**src/rtl/sram_port0_ctrl_if.sv**
```systemverilog
// Request/response stream plus macro pin bundle for sram_port0_ctrl.
// Ports: req_* (valid/ready request in), rsp_* (valid/ready read data out), init_done,
//        csb0/web0/wmask0/spare_wen0/addr0/din0 (to macro), dout0 (from macro).
interface sram_port0_ctrl_if #(
    parameter int DATA_WIDTH = 65,
    parameter int ADDR_WIDTH = 11,
    parameter int NUM_WMASKS = 8
);
    logic                  req_valid;
    logic                  req_ready;
    logic                  req_we;
    logic [ADDR_WIDTH-1:0] req_addr;
    logic [DATA_WIDTH-1:0] req_wdata;
    logic [NUM_WMASKS:0]   req_wmask;
    logic                  rsp_valid;
    logic                  rsp_ready;
    logic [DATA_WIDTH-1:0] rsp_rdata;
    logic                  init_done;
    logic                  csb0;
    logic                  web0;
    logic [NUM_WMASKS-1:0] wmask0;
    logic                  spare_wen0;
    logic [ADDR_WIDTH-1:0] addr0;
    logic [DATA_WIDTH-1:0] din0;
    logic [DATA_WIDTH-1:0] dout0;

    // Requester and macro side (testbench / surrounding logic).
    modport master (
        output req_valid, req_we, req_addr, req_wdata, req_wmask, rsp_ready, dout0,
        input  req_ready, rsp_valid, rsp_rdata, init_done,
        input  csb0, web0, wmask0, spare_wen0, addr0, din0
    );

    // Controller side.
    modport slave (
        input  req_valid, req_we, req_addr, req_wdata, req_wmask, rsp_ready, dout0,
        output req_ready, rsp_valid, rsp_rdata, init_done,
        output csb0, web0, wmask0, spare_wen0, addr0, din0
    );
endinterface

```
**src/rtl/sram_port0_ctrl.sv**
```systemverilog
// Purpose: sequences a valid/ready request stream onto a single-port SRAM macro, zero-fills it after reset.
// Latency: read accepted in cycle N -> rsp_valid in N+2; writes produce no response.
// Backpressure: req_ready is a credit check over FIFO occupancy + in-flight read, combinational on rsp_ready.
// Ports: clk0/rst0 plain; bus (slave modport) carries req_*, rsp_*, init_done and the macro pins.
module sram_port0_ctrl #(
    parameter int                    DATA_WIDTH = 65,
    parameter int                    ADDR_WIDTH = 11,
    parameter int                    NUM_WMASKS = 8,
    parameter bit                    INIT_EN    = 1'b1,
    parameter int                    INIT_WORDS = 1024,
    parameter logic [DATA_WIDTH-1:0] INIT_VALUE = '0,
    parameter int                    RSP_DEPTH  = 2
) (
    input  logic               clk0,
    input  logic               rst0,
    sram_port0_ctrl_if.slave   bus
);
    localparam int CW = $clog2(RSP_DEPTH);
    localparam logic [ADDR_WIDTH-1:0] LAST_ADDR = ADDR_WIDTH'(INIT_WORDS - 1);

    typedef enum logic {ST_INIT, ST_RUN} state_t;
    localparam state_t ST_RESET = INIT_EN ? ST_INIT : ST_RUN;

    state_t                r_state, w_state_nxt;
    logic [ADDR_WIDTH-1:0] r_init_cnt, w_init_cnt_nxt;
    logic                  r_rd_pending;

    logic [DATA_WIDTH-1:0] r_mem [RSP_DEPTH];
    logic [CW-1:0]         r_wr_ptr, r_rd_ptr;
    logic [CW:0]           r_count;

    logic                  w_push, w_pop, w_credit_ok, w_req_ready, w_accept;
    logic [CW+1:0]         w_occ;

    logic                  w_csb0, w_web0, w_spare_wen0;
    logic [NUM_WMASKS-1:0] w_wmask0;
    logic [ADDR_WIDTH-1:0] w_addr0;
    logic [DATA_WIDTH-1:0] w_din0;

    // dout0 is only valid on the edge that closes the cycle after a read issue.
    assign w_push = r_rd_pending;
    assign w_pop  = (r_count != '0) && bus.rsp_ready;

    // Slots committed next cycle: stored + in flight, minus whatever leaves now.
    assign w_occ       = {1'b0, r_count} + {{(CW+1){1'b0}}, r_rd_pending} - {{(CW+1){1'b0}}, w_pop};
    assign w_credit_ok = w_occ < (CW+2)'(RSP_DEPTH);

    // Gated by rst0 so the macro is deselected the instant reset asserts.
    assign w_req_ready = (r_state == ST_RUN) && w_credit_ok && !rst0;
    assign w_accept    = bus.req_valid && w_req_ready;

    always_ff @(posedge clk0 or posedge rst0) begin
        if (rst0) begin
            r_state      <= ST_RESET;
            r_init_cnt   <= '0;
            r_rd_pending <= 1'b0;
        end else begin
            r_state      <= w_state_nxt;
            r_init_cnt   <= w_init_cnt_nxt;
            r_rd_pending <= w_accept && !bus.req_we;
        end
    end

    always_comb begin
        w_state_nxt    = r_state;
        w_init_cnt_nxt = r_init_cnt;
        w_csb0         = 1'b1;
        w_web0         = 1'b1;
        w_wmask0       = '0;
        w_spare_wen0   = 1'b0;
        w_addr0        = '0;
        w_din0         = '0;
        case (r_state)
            ST_INIT: begin
                w_init_cnt_nxt = r_init_cnt + ADDR_WIDTH'(1);
                if (r_init_cnt == LAST_ADDR) begin
                    w_state_nxt = ST_RUN;
                end
                if (!rst0) begin
                    w_csb0       = 1'b0;
                    w_web0       = 1'b0;
                    w_wmask0     = '1;
                    w_spare_wen0 = 1'b1;
                    w_addr0      = r_init_cnt;
                    w_din0       = INIT_VALUE;
                end
            end
            ST_RUN: begin
                if (w_accept) begin
                    w_csb0       = 1'b0;
                    w_web0       = !bus.req_we;
                    w_addr0      = bus.req_addr;
                    w_din0       = bus.req_wdata;
                    w_wmask0     = bus.req_wmask[NUM_WMASKS-1:0];
                    w_spare_wen0 = bus.req_wmask[NUM_WMASKS] && bus.req_we;
                end
            end
            default: w_state_nxt = ST_RESET;
        endcase
    end

    // Response FIFO; the head slot is untouched while stalled, so rsp_rdata holds.
    always_ff @(posedge clk0 or posedge rst0) begin
        if (rst0) begin
            for (int i = 0; i < RSP_DEPTH; i++) begin
                r_mem[i] <= '0;
            end
            r_wr_ptr <= '0;
            r_rd_ptr <= '0;
            r_count  <= '0;
        end else begin
            if (w_push) begin
                r_mem[r_wr_ptr] <= bus.dout0;
                r_wr_ptr        <= r_wr_ptr + CW'(1);
            end
            if (w_pop) begin
                r_rd_ptr <= r_rd_ptr + CW'(1);
            end
            r_count <= r_count + {{CW{1'b0}}, w_push} - {{CW{1'b0}}, w_pop};
        end
    end

    a_no_overflow: assert property (@(posedge clk0) disable iff (rst0)
        !(w_push && (r_count == (CW+1)'(RSP_DEPTH)) && !w_pop));

    assign bus.req_ready  = w_req_ready;
    assign bus.rsp_valid  = (r_count != '0);
    assign bus.rsp_rdata  = r_mem[r_rd_ptr];
    assign bus.init_done  = (r_state == ST_RUN);
    assign bus.csb0       = w_csb0;
    assign bus.web0       = w_web0;
    assign bus.wmask0     = w_wmask0;
    assign bus.spare_wen0 = w_spare_wen0;
    assign bus.addr0      = w_addr0;
    assign bus.din0       = w_din0;
endmodule

```
**src/flat_wrapper.sv**
```systemverilog
// flat-port wrapper written by rule: the top's interface ports become plain ports
module sram_port0_ctrl_flat 
#(
    parameter int                    DATA_WIDTH = 65,
    parameter int                    ADDR_WIDTH = 11,
    parameter int                    NUM_WMASKS = 8,
    parameter bit                    INIT_EN    = 1'b1,
    parameter int                    INIT_WORDS = 1024,
    parameter logic [DATA_WIDTH-1:0] INIT_VALUE = '0,
    parameter int                    RSP_DEPTH  = 2
)
  (clk0, rst0, bus_req_valid, bus_req_we, bus_req_addr, bus_req_wdata, bus_req_wmask, bus_rsp_ready, bus_dout0, bus_req_ready, bus_rsp_valid, bus_rsp_rdata, bus_init_done, bus_csb0, bus_web0, bus_wmask0, bus_spare_wen0, bus_addr0, bus_din0);
  sram_port0_ctrl_if #(.DATA_WIDTH(DATA_WIDTH), .ADDR_WIDTH(ADDR_WIDTH), .NUM_WMASKS(NUM_WMASKS)) bus_i ();
  input  logic clk0;
  input  logic rst0;
  input wire logic [$bits(bus_i.req_valid)-1:0] bus_req_valid;
  input wire logic [$bits(bus_i.req_we)-1:0] bus_req_we;
  input wire logic [$bits(bus_i.req_addr)-1:0] bus_req_addr;
  input wire logic [$bits(bus_i.req_wdata)-1:0] bus_req_wdata;
  input wire logic [$bits(bus_i.req_wmask)-1:0] bus_req_wmask;
  input wire logic [$bits(bus_i.rsp_ready)-1:0] bus_rsp_ready;
  input wire logic [$bits(bus_i.dout0)-1:0] bus_dout0;
  output wire logic [$bits(bus_i.req_ready)-1:0] bus_req_ready;
  output wire logic [$bits(bus_i.rsp_valid)-1:0] bus_rsp_valid;
  output wire logic [$bits(bus_i.rsp_rdata)-1:0] bus_rsp_rdata;
  output wire logic [$bits(bus_i.init_done)-1:0] bus_init_done;
  output wire logic [$bits(bus_i.csb0)-1:0] bus_csb0;
  output wire logic [$bits(bus_i.web0)-1:0] bus_web0;
  output wire logic [$bits(bus_i.wmask0)-1:0] bus_wmask0;
  output wire logic [$bits(bus_i.spare_wen0)-1:0] bus_spare_wen0;
  output wire logic [$bits(bus_i.addr0)-1:0] bus_addr0;
  output wire logic [$bits(bus_i.din0)-1:0] bus_din0;
  assign bus_i.req_valid = bus_req_valid;
  assign bus_i.req_we = bus_req_we;
  assign bus_i.req_addr = bus_req_addr;
  assign bus_i.req_wdata = bus_req_wdata;
  assign bus_i.req_wmask = bus_req_wmask;
  assign bus_i.rsp_ready = bus_rsp_ready;
  assign bus_i.dout0 = bus_dout0;
  assign bus_req_ready = bus_i.req_ready;
  assign bus_rsp_valid = bus_i.rsp_valid;
  assign bus_rsp_rdata = bus_i.rsp_rdata;
  assign bus_init_done = bus_i.init_done;
  assign bus_csb0 = bus_i.csb0;
  assign bus_web0 = bus_i.web0;
  assign bus_wmask0 = bus_i.wmask0;
  assign bus_spare_wen0 = bus_i.spare_wen0;
  assign bus_addr0 = bus_i.addr0;
  assign bus_din0 = bus_i.din0;
  sram_port0_ctrl #(.DATA_WIDTH(DATA_WIDTH), .ADDR_WIDTH(ADDR_WIDTH), .NUM_WMASKS(NUM_WMASKS), .INIT_EN(INIT_EN), .INIT_WORDS(INIT_WORDS), .INIT_VALUE(INIT_VALUE), .RSP_DEPTH(RSP_DEPTH)) u_core (.clk0(clk0), .rst0(rst0), .bus(bus_i));
endmodule
```
**config.mk**
```make
export PLATFORM = sky130hd
export DESIGN_NAME = sram_port0_ctrl_flat
export DESIGN_NICKNAME = d
export VERILOG_FILES = /design/src/rtl/sram_port0_ctrl_if.sv /design/src/rtl/sram_port0_ctrl.sv /design/src/flat_wrapper.sv
export SDC_FILE = /design/constraint.sdc
export NUM_CORES = 1
export LEC_CHECK = 0
export CAP_MARGIN = 0
export CELL_PAD_IN_SITES_DETAIL_PLACEMENT = 2
export CELL_PAD_IN_SITES_GLOBAL_PLACEMENT = 2
export CORE_ASPECT_RATIO = 0.8
export CORE_MARGIN = 4
export CORE_UTILIZATION = 27
export CTS_BUF_LIST = sky130_fd_sc_hd__clkbuf_8
export DETAILED_ROUTE_END_ITERATION = 10
export HOLD_SLACK_MARGIN = 0.06
export PLACE_DENSITY = 0.88
export SETUP_SLACK_MARGIN = 0.3
export SLEW_MARGIN = 0
export SYNTH_ARGS = -nofsm -noshare
export SYNTH_HDL_FRONTEND = slang
export SYNTH_SLANG_ARGS = --single-unit
```
**constraint.sdc**
```tcl
create_clock -name clk0 -period 6.87 [get_ports clk0]
set_input_delay 1.7175 -clock clk0 [delete_from_list [all_inputs] [get_ports clk0]]
set_output_delay 1.7175 -clock clk0 [all_outputs]
set_load 0.02 [all_outputs]
```
==> flow_summary_export.csv <==
group,metric,value,unit
global_route,grt-ovfl-total,0,
global_route,grt_pass1_wl,38000,um
timing,finClkSkew,17.4,ps
floorplanning,core,25400,um2
worst_setup_path,critical_path_class,"in2out",
timing,tightest_slew,1190,ps
layout,area_growth,56.4,%
global_route,grt_util_all_layers,16.9,%
cts,worstSkewPairLatency,440,ps
global_route,use_met2,31.8,%
global_route,grt_max_degree,105,
layout,nets,975,
timing,slew_violations,0,
layout,design_area,10900,um2
global_route,grt_busiest_layer,"met2",
route,first_iter_violations,196,
global_route,antenna_found_initial,0,
worst_setup_path,cp_cell_sequence,"clkdlybuf4s50_1 -> and2_1 -> ha_1 -> inv_1 -> ha_1 -> inv_1 -> fa_1 -> xor2_1 -> nor4b_4 -> buf_4 -> clkbuf_16 -> and2_1 -> clkdlybuf4s50_1",
synth,syn_area,6990,um2
route,routed-via-count,5361,
placed_design,hpwl,17800,um
placed_design,gp_congestion,0.738,
cts,htree_num_levels,4,
floorplanning,die_h,152,um
cts,clk_pin_slew_worst_paths,80,ps
layout,layout-drive-gt1-share,29.2,%
worst_setup_path,rr_startpoint,"u_core.r_count[1]",
power_and_ir_drop,total_power,2.48,mW
floorplanning,die_w,188,um
worst_setup_path,cp.arrival,4940,ps
worst_setup_path,worstPathRequired,5150,ps
synth,synth.most_common_cell,"mux2_2",
timing,hold_violations,0,
worst_hold_path,worstHoldPathType,"reg2reg",
synth,synth_area_leaders,"dfrtp_1 53%, mux2_2 32%, and2_1 5.9%",
floorplanning,die_area,28500,um2
power_and_ir_drop,leakagePower,5.63,nW
route,viasPerCell,4.65,
cts,numCtsBuffers,17,
run,drv_cap,0,
worst_setup_path,cp-startpoint,"bus_rsp_ready",
timing,min_period,6660,ps
route,postRouteAntennaNets,0,
synth,synthFlopType,"dfrtp_1",
route,drt-wirelength-per-cell,21.1,um
floorplanning,rows,52,
timing,fin_hold_ws,508,ps
route,first_pass_iters,4,
synth,syn_area_per_cell,13.7,um2
synth,synth_cell_types,28,
synth,synthCells,512,
timing,rsz0062_at_grt,"true",
run_status,status,"complete, no violations",
floorplanning,start_util,27.5,%
synth,ys_seq_area_share,52.6,%
global_route,grt_pass1_vias,6352,
synth,yosys_register_bits,147,
worst_setup_path,max_stage_delay,600,ps
global_route,use_met1,19.2,%
cts,cts_tree,"built",
worst_setup_path,cpMaxStageDelayCell,"clkdlybuf4s50_1",
timing,relSlewSlack,20.3,%
worst_setup_path,cp-start-kind,"input pin",
synth,yosysTopAreaCell,"dfrtp_1",
placed_design,numPortBuffers,309,
cts,cts_sinks,147,
worst_setup_path,endpoint_kind,"output pin",
timing,fin_setup_tns,0,ps
worst_hold_path,min_from,"u_core.r_mem[38]",
cts,root_buffer,"clkbuf_8",
placed_design,place_area,10400,um2
worst_setup_path,crit_path_max_fanout,44,
synth,async_flop_share,100,%
synth,syn_nets,671,
cts,clockBufferDepth,2,
synth,synth_top_area_share,52.6,%
timing,finalCritPeriodShare,96.9,%
timing,finalSetupViolations,0,
route,finalWirelength,24300,um
timing,fmax,150,MHz
synth,synth_edf_count,0,
layout,antenna_cells,0,
global_route,met3_usage,4.93,%
cts,hold_buffers,0,
synth,ys_top_cells_by_count,"196 x mux2_2, 147 x dfrtp_1, 66 x and2_1",
power_and_ir_drop,power.density,227,nW/um2
route,drc,0,
synth,synth_warnings,0,
floorplanning,ios,310,
power_and_ir_drop,ir_drop,0.118,mV
[flip-flops by register name, summed over array words and instances (netlist names)]
name,count
u_core.r_rd_pending,1
u_core.r_mem,130
u_core.bus.init_done,1
u_core.r_wr_ptr,1
u_core.r_count,2
u_core.r_rd_ptr,1
u_core.r_init_cnt,11
[per-layer routing]
layer | part of all wire [%] | wire (um)
met4 | 0.82 | 199
met1 | 39 | 9530
met5 | 0 | 0
met3 | 5.9 | 1430
met2 | 54 | 13200
[stage by stage]
stage | setup slack, ps | cells | utilization (%)
after floorplan | 1200 | 512 | -
after global placement | 264 | 1117 | 41.0
after detailed placement | 167 | 1117 | 41.0
after CTS | 172 | 1152 | 42.7
after global routing | 3.25 | 1153 | 43.1
final | 211 | 1153 | 43.1
[cells by family after synthesis]
kind of cell    count (synthesis)  synth area share (%)
simple gates                   90                  7.88
compound gates                 22                  2.56
fa+ha+maj                       4                 0.823
flops                         147                  52.6
mux                           196                  31.6
xor+xnor                       13                  1.63
buf+inv                        40                  2.92
[final cells by class]
class                      count  area (um2)
inverter                       7        31.3
clock buffer                  17         234
clock inverter                15         181
fill                        2546       14400
tap                          324         405
sequential                   147        3680
timing repair buffer         318        3280
multi-input combinational    325        3120
[cell usage in the layout (no fill, tap or decap), types with 2 or more instances in the layout]
master and n:
nor2_1 3, xor2_1 8, a22o_1 11, clkdlybuf4s50_1 224
nor4_1 2, dfrtp_1 146, dlymetal6s2s_1 41, xnor2_1 5
clkinv_4 2, mux2_2 196, dlygate4sd2_1 44, nand4_1 2
bufinv_16 3, clkinvlp_4 2, nor3_1 4, and2_1 66
nand2_1 5, buf_12 2, a21o_1 8, nand3_1 2
clkbuf_8 17, inv_6 5, buf_4 5, ha_1 3
inv_1 8
[repair_timing]
action / in CTS / in global routing
endpoints found under the setup margin: 85 / 45
cloned: 2 / 0
resized for setup: 44 / 42
buffers inserted: 1 / 1
[critical path: cells and delay by family]
family	cells	cell delay (ps)
adder cells (fa/ha/maj)	3	840
buffers and inverters	6	1510
XOR/XNOR	1	220
AND/OR/NAND/NOR	3	640
[power breakdown]
part / internal, mW / total, mW / leakage (nW) / switching [mW]
sequential: 0.893 / 0.969 / 1.88 / 0.0760
combinational: 0.444 / 0.794 / 3.53 / 0.349
clock: 0.364 / 0.721 / 0.212 / 0.356
total: 1.70 / 2.48 / 5.63 / 0.782
[worst paths after layout]
check                           depth (start not counted)             endpoint  slack, ps
worst min-delay path                                    1     u_core.r_mem[38]        510
worst max register to register                         12  u_core.r_rd_pending       3820
max in group asynchronous                               3     u_core.r_mem[35]       3730
worst min register to register                          1     u_core.r_mem[38]        510
min in group asynchronous                               2    u_core.r_count[1]       2010
worst max-delay path                                   13          bus_din0[8]        210
(Power assumes the default switching activity.)
